## config.mk

```make
export PLATFORM = sky130hd
export DESIGN_NAME = lsu_port_arbiter
export DESIGN_NICKNAME = d
export VERILOG_FILES = /design/src/rtl/lsu_port_arbiter.sv
export SDC_FILE = /design/constraint.sdc
export NUM_CORES = 1
export LEC_CHECK = 0
export ABC_AREA = 1
export CAP_MARGIN = 25
export CORE_MARGIN = 1.5
export CORE_UTILIZATION = 40
export CTS_CLUSTER_DIAMETER = 80
export CTS_CLUSTER_SIZE = 16
export DETAILED_ROUTE_END_ITERATION = 6
export GPL_TIMING_DRIVEN = 0
export PLACE_DENSITY = 0.77
export REMOVE_ABC_BUFFERS = 1
export SYNTH_ARGS = -nofsm -noshare
export SYNTH_HDL_FRONTEND = slang
export SYNTH_SLANG_ARGS = --single-unit
```

## constraint.sdc

```tcl
create_clock -name clk -period 3.65 [get_ports clk]
set_input_delay 0.365 -clock clk [delete_from_list [all_inputs] [get_ports clk]]
set_output_delay 0.365 -clock clk [all_outputs]
set_load 0.02 [all_outputs]
```

## src/rtl/lsu_port_arbiter.sv

```systemverilog
// rtl/lsu_port_arbiter.sv - two-port request arbiter in front of the single 16-bit LSU
//
// Purpose: each requester (port 0 = reservation-station data accesses, port 1 =
// instruction fetch) has a one-entry request buffer. A buffered request is selected,
// presented to the LSU over the start/hold handshake, and the owner of the accepted
// access is remembered so that its read write-back can be routed back.
//
// Ports:
//   clk, a_rst                    clock, asynchronous active-low reset
//   pN_addr/data/width/cmd/tag    port N request fields (N = 0, 1)
//   pN_start / pN_hold            port N request valid / back-pressure
//   pN_wb, wb_tag                 read completion strobe for port N, shared tag
//   lsu_addr/data/width/cmd/tag   request fields towards the LSU
//   lsu_start / lsu_hold          request valid / back-pressure towards the LSU
//   lsu_wb, lsu_wb_tag            completion strobe and tag from the LSU
module lsu_port_arbiter #(
  parameter int ARB_MODE     = 0,
  parameter int STARVE_LIMIT = 4
) (
  input  logic        clk,
  input  logic        a_rst,
  input  logic [15:0] p0_addr,
  input  logic [15:0] p0_data,
  input  logic        p0_width,
  input  logic        p0_cmd,
  input  logic [1:0]  p0_tag,
  input  logic        p0_start,
  output logic        p0_hold,
  output logic        p0_wb,
  input  logic [15:0] p1_addr,
  input  logic [15:0] p1_data,
  input  logic        p1_width,
  input  logic        p1_cmd,
  input  logic [1:0]  p1_tag,
  input  logic        p1_start,
  output logic        p1_hold,
  output logic        p1_wb,
  output logic [1:0]  wb_tag,
  output logic [15:0] lsu_addr,
  output logic [15:0] lsu_data,
  output logic        lsu_width,
  output logic        lsu_cmd,
  output logic [1:0]  lsu_tag,
  output logic        lsu_start,
  input  logic        lsu_hold,
  input  logic        lsu_wb,
  input  logic [1:0]  lsu_wb_tag
);

  localparam logic [2:0] LIMIT = 3'(STARVE_LIMIT);

  logic [15:0] b_addr [2];
  logic [15:0] b_data [2];
  logic        b_width [2];
  logic        b_cmd [2];
  logic [1:0]  b_tag [2];
  logic [1:0]  valid;
  logic        last_grant;
  logic        owner;
  logic [2:0]  starve_cnt;

  logic        sel;
  logic        accept;
  logic [1:0]  issue;
  logic [1:0]  cap;

  // Selection is recomputed every cycle; the LSU only samples on accept.
  always_comb begin
    sel = 1'b0;
    case (valid)
      2'b01:   sel = 1'b0;
      2'b10:   sel = 1'b1;
      2'b11:   sel = (ARB_MODE == 0) ? ~last_grant : (starve_cnt == LIMIT);
      default: sel = 1'b0;
    endcase
  end

  assign lsu_start = valid[0] | valid[1];
  assign accept    = lsu_start & ~lsu_hold;
  assign issue[0]  = accept & ~sel;
  assign issue[1]  = accept & sel;

  // A buffer being drained this cycle can take a new request at the same edge.
  assign p0_hold = valid[0] & ~issue[0];
  assign p1_hold = valid[1] & ~issue[1];
  assign cap[0]  = p0_start & ~p0_hold;
  assign cap[1]  = p1_start & ~p1_hold;

  assign lsu_addr  = b_addr[sel];
  assign lsu_data  = b_data[sel];
  assign lsu_width = b_width[sel];
  assign lsu_cmd   = b_cmd[sel];
  assign lsu_tag   = b_tag[sel];

  // Completion goes to the owner of the previous accept, even if a new accept
  // moves ownership at this same edge. Writes never complete, so no cmd check.
  assign p0_wb  = lsu_wb & ~owner;
  assign p1_wb  = lsu_wb & owner;
  assign wb_tag = lsu_wb_tag;

  always_ff @(posedge clk or negedge a_rst) begin
    if (!a_rst) begin
      valid      <= 2'b00;
      last_grant <= 1'b1;
      owner      <= 1'b0;
      starve_cnt <= 3'd0;
      for (int n = 0; n < 2; n++) begin
        b_addr[n]  <= 16'h0000;
        b_data[n]  <= 16'h0000;
        b_width[n] <= 1'b0;
        b_cmd[n]   <= 1'b0;
        b_tag[n]   <= 2'b00;
      end
    end else begin
      if (cap[0]) begin
        b_addr[0]  <= p0_addr;
        b_data[0]  <= p0_data;
        b_width[0] <= p0_width;
        b_cmd[0]   <= p0_cmd;
        b_tag[0]   <= p0_tag;
      end
      if (cap[1]) begin
        b_addr[1]  <= p1_addr;
        b_data[1]  <= p1_data;
        b_width[1] <= p1_width;
        b_cmd[1]   <= p1_cmd;
        b_tag[1]   <= p1_tag;
      end
      for (int n = 0; n < 2; n++) begin
        if (cap[n])        valid[n] <= 1'b1;
        else if (issue[n]) valid[n] <= 1'b0;
      end
      if (accept) begin
        last_grant <= sel;
        owner      <= sel;
      end
      // Counts port-0 wins while port 1 is waiting; only consulted in mode 1.
      if (!valid[1] || issue[1])
        starve_cnt <= 3'd0;
      else if (issue[0] && starve_cnt != 3'd7)
        starve_cnt <= starve_cnt + 3'd1;
    end
  end

endmodule
```

==> results of run 1 <==
==> routing by layer <==
layer	global-route usage, %	vias up	part of all wire [%]
met5	0	-	0
met4	5.351	0	0.59
met3	4.820	6	6.1
met2	33.62	115	49
met1	24.40	1504	44
li1	-	1626	-
==> stage by stage <==
stage	hold WS, ns	power, W	cells
2_1_floorplan	0.06941	0.002823	426
3_3_place_gp	0.4531	0.003879	652
3_5_place_dp	0.1975	0.003999	656
4_1_cts	0.3714	0.004826	672
5_1_grt	0.3598	0.005139	672
6_report	0.3831	0.004779	672
==> critical path, stage by stage (launching register included) <==
cell             delay, ns
dfstp_2               0.54
nand2_1               0.06
nand2_1               0.53
buf_16                0.23
nand2_1               0.07
nand2_2               0.56
inv_1                 0.09
clkdlybuf4s50_1       0.56
==> flip-flops by register name (all words and copies together) (netlist names) <==
signal      flops
valid           2
owner           1
b_width         2
last_grant      1
b_addr         32
b_cmd           2
b_data         32
b_tag           4
==> cells by family after synthesis <==
family	share of synthesized area [%]
DFF	53.71
AOI/OAI and AO/OA	0.4236
and+or+nand+nor	38.84
buffers and inverters	7.026
==> path summary, 6_finish.rpt <==
path                                  from  slack, ns          to
worst min register to register  b_data[28]       0.47  b_data[28]
worst max register to register  last_grant       0.83  b_addr[25]
worst min-delay path                 a_rst       0.38       owner
max in group asynchronous            a_rst       2.71   b_addr[5]
worst max-delay path            last_grant       0.29     p0_hold
min in group clk                b_data[28]       0.47  b_data[28]
==> layout make-up <==
| cell class | instances | area [µm²] | share of cell area, % |
|---|---|---|---|
| clock buffer | 10 | 127.6 | 2.543 |
| clock inverter | 5 | 125.1 | 2.493 |
| inverter | 10 | 37.54 | 0.7479 |
| multi-input combinational | 340 | 1391 | 27.72 |
| sequential | 76 | 1903 | 37.92 |
| tap | 108 | 135.1 | 2.693 |
| timing repair buffer | 123 | 1299 | 25.88 |
==> power breakdown <==
part | switching (W) | internal [W]
Combinational | 0.00146 | 0.00104
Sequential | 0.000215 | 0.00125
Clock | 0.000296 | 0.000519
==> cells in the mapped netlist <==
cell type	count	share of area [%]
nand2_1	259	27
dfrtp_1	75	53
nand3_1	73	10
buf_2	13	1.8
buf_4	9	1.9
inv_1	9	0.95
buf_6	6	1.9
buf_1	2	0.21
nand2_2	2	0.35
nand2_4	2	0.64
o21ai_0	2	0.28
a21oi_1	1	0.14
clkbuf_1	1	0.11
dfstp_2	1	0.74
inv_2	1	0.11
nor2_1	1	0.11
==> cell usage in the layout (no fill, tap or decap), drive strengths merged <==
cell type,n
clkdlybuf4s50,117
nand2,263
buf,5
bufinv,4
nand3,73
inv,10
clkinv,1
dfstp,1
a21oi,1
o21ai,2
dlygate4sd3,1
clkbuf,10
dfrtp,75
nor2,1
==> results.cfg, run 1 <==
[status]
status = complete, no violations

[floorplan]
initial_core_util_pct = 41.03
die-area_um2 = 9432
die_h_um = 97.12
die_w_um = 97.12
fp.coreArea_um2 = 8636
rows = 34
io_pins = 123

[synth]
synth-seq-area-share_pct = 53.71
synth-seq-cells = 76
netlist_area_um2 = 3543
yosysWarnings = 0
synth.distinct_cells = 16
synth_area_per_cell_um2 = 7.754
syn_inst = 457

[routing]
totalWireLength_um = 8771
first_pass_iters = 6
ant_nets = 0
drc = 0
dr.first_iter.drc_count = 134
num_vias = 3251
vias_per_cell = 4.838
avgRoutedWirePerCell_um = 13.05

[timing]
slew_viol_final = 0
finalWorstSetupSlack_ns = 0.2865
min_period_ns = 3.364
fmax_mhz = 297.3
fin_setup_tns_ns = 0
finalCritPeriodShare_pct = 92.15
tightest_slew_ns = 0.8529
finalClockSkew_ns = 0.01095
hold_violations = 0
finalSetupViolCount = 0
rsz0062_at_grt = no
maxSlewHeadroom_pct = 42.96

[finish]
drive_gt1_share_pct = 4.433
final_core_util_pct = 58.11
final_area_um2 = 5019
antenna_cells = 0
fill_cells = 763
fin_nets = 640
syn2layout_area_growth_pct = 41.63

[clock_tree]
numClockSinks = 76
htree_levels = 3
cts_setup_buffers = 0
cts_buffers = 9
clk_root_buffer_cell = clkbuf_8
cts_resized = 0
ctsHoldBuffers = 1
cts_tree = built
clockBufferDepth = 2
clk_latency_ns = 0.34
cts.reportedPaths.clkPinSlew_ns = 0.08

[run]
max_cap_viol_count = 0

[pwr]
irDropWorstVdd_mv = 0.4523
p_leak_nw = 2.593
p_per_area_nw_per_um2 = 952.3

[global_routing]
grtUsageTotal_pct = 19.50
grt_max_degree = 71
overflow = 0
grt_pass1_vias = 3234
antenna_found_initial = 0
grt_pass1_wl_um = 14990

[setup_path]
startpoint_type = flop
crit_required_ns = 3.28
critPathCaptureType = output pin
r2r_cells = 8
worstSetupPathType = reg2out
cp.arrival_ns = 3.00
crit_path_max_fanout = 39

[placed_design]
io_buffers = 118
dpl_cell_area_um2 = 4756
place.gp.congestion = 0.7434
dpl_worst_slack_ns = 0.6092
place.detailed.hpwl_um = 5972

[worst_hold_path]
hold_path.class = in2async
Note: power is estimated with default switching activity, not from simulation.
==> run 2, diff against run 1 <==
Settings changed: RECOVER_POWER from default to 50.
==> results.cfg, run 2 (synthesis results as in run 1) <==
[status]
status = complete, but fails checks
violations = capacitance limit, slew limit

[floorplan]
die-area_um2 = 9432
fp.coreArea_um2 = 8636
die_w_um = 97.12
io_pins = 123
die_h_um = 97.12
rows = 34
initial_core_util_pct = 41.03

[global_routing]
grt_pass1_vias = 3234
grt_max_degree = 71
antenna_found_initial = 0
grt_pass1_wl_um = 14990
overflow = 0
grtUsageTotal_pct = 19.50

[pwr]
internal_power_w = 0.002808
p_leak_nw = 2.577
p_per_area_nw_per_um2 = 957.1
power.switching_w = 0.001961
power.total_w = 0.004769
swShare_pct = 41.12
p_clk_share_pct = 17.1
power_frac_comb_pct = 52.2
irDropWorstVdd_mv = 0.4556
p_seq_share_pct = 30.7

[clock_tree]
cts_setup_buffers = 0
cts.reportedPaths.clkPinSlew_ns = 0.08
ctsHoldBuffers = 1
clk_latency_ns = 0.34
clockBufferDepth = 2
htree_levels = 3
numClockSinks = 76
cts_tree = built
cts_buffers = 9
clk_root_buffer_cell = clkbuf_8
cts_resized = 0

[run]
max_cap_viol_count = 1

[finish]
final_area_um2 = 4982
reg_top3 = b_addr (32), b_data (32), b_tag (4)
antenna_cells = 0
final_cell_mix = nand2_1 (261), clkdlybuf4s50_1 (114), dfrtp_1 (75)
fin_nets = 640
drive_gt1_share_pct = 3.723
regArea_um2 = 1903
syn2layout_area_growth_pct = 40.61
fill_cells = 768
layout_commonest_cell = nand2_1
multi_input_area_um2 = 1381
final-instance-count-excl-fill = 672

[routing]
avgRoutedWirePerCell_um = 13.05
vias_per_cell = 4.829
drc = 0
ant_nets = 0
totalWireLength_um = 8767
num_vias = 3245
first_pass_iters = 4
dr.first_iter.drc_count = 130

[timing]
tightest_slew_ns = 1.702
fin_setup_tns_ns = 0
finalClockSkew_ns = 0.01169
min_period_ns = 3.377
hold_violations = 0
finalWorstSetupSlack_ns = 0.2729
finalSetupViolCount = 0
rsz0062_at_grt = no
fmax_mhz = 296.1
slew_viol_final = 71
maxSlewHeadroom_pct = -13.44
finalCritPeriodShare_pct = 92.52

[placed_design]
placed_cells_incl_taps = 656
dpl_worst_slack_ns = 0.6092
dpl_cell_area_um2 = 4756
io_buffers = 118
place.gp.congestion = 0.7434
place.detailed.hpwl_um = 5972

[setup_path]
r2r_slack_ns = 0.31
crit_path_max_fanout = 39
slowest_stage = nand2_1
cp.arrival_ns = 3.58
path_cells = clkdlybuf4s50_1 > inv_1 > nand3_1 > nand2_1 > nand2_1 > nand2_1 > nand2_1
worstReg2RegStart = valid[0]
critPathCaptureType = flop
crit_required_ns = 3.86
crit_path_frequent_cell = nand2_1
crit_path_max_incr_delay_ns = 1.20
worstSetupPathType = in2reg
cp-startpoint = lsu_hold
startpoint_type = primary input

[worst_hold_path]
hold_path.class = in2async
==> run 2: metal layers <==
metal	track usage, %	vias up	part of all wire (%)
met1	24.40	1494	44
li1	-	1625	-
met4	5.351	0	0.59
met3	4.820	6	6.4
met5	0	-	0
met2	33.62	120	49
==> run 2: path summary, 6_finish.rpt <==
path,end,cells after the start
min in group clk,b_addr[10],2
worst min register to register,b_addr[10],2
worst max-delay path,b_data[13],7
worst min-delay path,owner,2
max in group asynchronous,b_addr[5],3
worst max register to register,b_data[13],6
==> run 2: through the flow <==
step                      utilization (%)  hold slack (ns)
after CTS                           58.11           0.3714
final                               57.69           0.4451
after detailed placement            55.07           0.1975
after floorplan                         -          0.06941
after global routing                57.69           0.4446
after global placement              53.83           0.4531
==> run 2: worst max-delay path: cells and delay by family <==
family / cells / cell delay (ns)
buffers and inverters: 2 / 0.51
AND/OR/NAND/NOR: 5 / 2.68
==> run 2: cell type report <==
cell class,count,share of cell area (%)
clock inverters,5,2.511
well taps,108,2.712
clock buffers,10,2.562
repair buffers,123,25.54
inverters,10,0.7534
flip-flops and latches,76,38.20
multi-input cells,340,27.72
==> run 2: power by group through the flow <==
stage	Combinational [W]	Clock, W	Sequential (W)
detailed placement	0.00252	0	0.00148
CTS	0.00253	0.000832	0.00147
finish	0.00249	0.000815	0.00146
global route	0.00275	0.000864	0.00152
floorplan	0.00140	0	0.00143
global placement	0.00242	0	0.00146
==> run 3, diff against run 2 <==
Settings changed: PLACE_DENSITY 0.77 to default, PLACE_DENSITY_LB_ADDON from default to 0.15.
==> results.cfg, run 3 (synthesis results as in run 1) <==
[global_routing]
grt_pass1_wl_um = 15990
overflow = 0
grt_pass1_vias = 3331
grtUsageMet2_pct = 34.97
busiest_layer = met2
grt_use_met1_pct = 27.94
grtUsageTotal_pct = 21.06
grt_max_degree = 57
met3_usage_pct = 4.029
antenna_found_initial = 0

[finish]
drive_gt1_share_pct = 4.278
reg_top3 = b_addr (32), b_data (32), b_tag (4)
final-instance-count-excl-fill = 669
syn2layout_area_growth_pct = 37.46
final_cell_mix = nand2_1 (259), clkdlybuf4s50_1 (112), dfrtp_1 (75)
fill_cells = 837
antenna_cells = 0
fin_nets = 637
final_area_um2 = 4871
final_core_util_pct = 56.40
layout_commonest_cell = nand2_1

[setup_path]
crit_path_max_fanout = 38
r2r_cells = 6
critPathCaptureType = output pin
startpoint_type = flop
path_cells = nand2_1 > nand2_2 > inv_2 > nand2_1 > nand2_1 > clkdlybuf4s50_1
path_delay_family = buffers and inverters
crit_path_frequent_cell = nand2_1
worstSetupPathType = reg2out
crit_path_max_incr_delay_ns = 0.77
endpoint = lsu_data[8]
r2r_slack_ns = 0.80
slowest_stage = inv_2
cp-startpoint = valid[0]
cp_num_cells = 6
path_buf_inv = 2
worstReg2RegStart = valid[0]
cp.arrival_ns = 3.01
regToRegEndpoint = b_addr[8]
crit_required_ns = 3.28

[clock_tree]
clk_latency_ns = 0.35
clockBufferDepth = 2
clk_root_buffer_cell = clkbuf_8
cts_tree = built
htree_levels = 3
cts_setup_buffers = 0
cts_buffers = 9
cts.reportedPaths.clkPinSlew_ns = 0.08
numClockSinks = 76

[routing]
dr.first_iter.drc_count = 137
avgRoutedWirePerCell_um = 14.20
ant_nets = 0
num_vias = 3261
drc = 0
totalWireLength_um = 9499
first_pass_iters = 4
vias_per_cell = 4.874

[run]
max_cap_viol_count = 0

[floorplan]
die-area_um2 = 9432
io_pins = 123
die_h_um = 97.12
die_w_um = 97.12
rows = 34
fp.coreArea_um2 = 8636
initial_core_util_pct = 41.03

[pwr]
p_leak_nw = 2.527
p_per_area_nw_per_um2 = 960.6
irDropWorstVdd_mv = 0.4750

[worst_hold_path]
hold_path.class = reg2reg

[status]
status = complete, no violations

[placed_design]
dpl_cell_area_um2 = 4666
io_buffers = 118
place.gp.congestion = 0.7772
placed_cells_incl_taps = 653
dpl_worst_slack_ns = 0.5553
place.detailed.hpwl_um = 5557

[timing]
finalWorstSetupSlack_ns = 0.2789
hold_violations = 0
finalClockSkew_ns = 0.009069
rsz0062_at_grt = no
fin_setup_tns_ns = 0
maxSlewHeadroom_pct = 7.546
tightest_slew_ns = 1.387
slew_viol_final = 0
fmax_mhz = 296.6
finalCritPeriodShare_pct = 92.36
finalSetupViolCount = 0
min_period_ns = 3.371
[run 3: changes by cell type in the layout (fill, tap and decap cells not counted), moves of 2 or more]
cell / change
buf_16: -3
buf_2: +2
bufinv_16: -2
clkbuf_8: +2
clkdlybuf4s50_1: -2
nand2_1: -2
[run 3: timing repair]
item	in CTS	in global routing
setup endpoints to repair	0	1
gates resized for setup	0	1
hold endpoints to repair	19	0
hold buffers	1	0
[run 3: per-stage QoR]
step	hold WS [ns]	power (W)
finish	0.4709	0.004679
CTS	0.4499	0.004727
global route	0.4872	0.005031
floorplan	0.06941	0.002823
global placement	0.4529	0.003938
detailed placement	0.2768	0.003991
[run 3: worst min-delay path by stage]
stage / start / to / slack (ns) / depth (start not counted)
2_1_floorplan: a_rst / b_addr[0] / 0.07 / 0
4_1_cts: a_rst / owner / 0.45 / 2
6_report: b_data[25] / b_data[25] / 0.47 / 2
3_5_place_dp: a_rst / owner / 0.28 / 1
5_1_grt: b_data[7] / b_data[7] / 0.49 / 2
3_3_place_gp: b_data[28] / b_data[28] / 0.45 / 2
[run 3: worst reg2reg max path, delay by kind of cell (launching register included)]
kind,cells,cell delay [ns]
AND/OR/NAND/NOR,6,2.30
flip-flops,1,0.42
[run 3: routing by layer]
layer  up-vias  wire [µm]
li1       1613          -
met1      1519       4310
met2       116       4487
met3        13        567
met4         0        132
met5         -          0
[run 3: cell type report]
type / count / area, µm² / share of cell area [%]
clock buffer: 11 / 151.4 / 3.108
tap: 108 / 135.1 / 2.774
clock inverter: 4 / 72.57 / 1.490
multi-input combinational: 340 / 1391 / 28.56
sequential: 76 / 1903 / 39.07
timing repair buffer: 120 / 1180 / 24.22
inverter: 10 / 37.54 / 0.7706
[run 3: power by group]
| part | internal, W | switching, W | leakage [nW] |
|---|---|---|---|
| Clock | 0.000418 | 0.000314 | 0.111 |
| Sequential | 0.00125 | 0.000216 | 0.933 |
| Combinational | 0.000997 | 0.00149 | 1.48 |
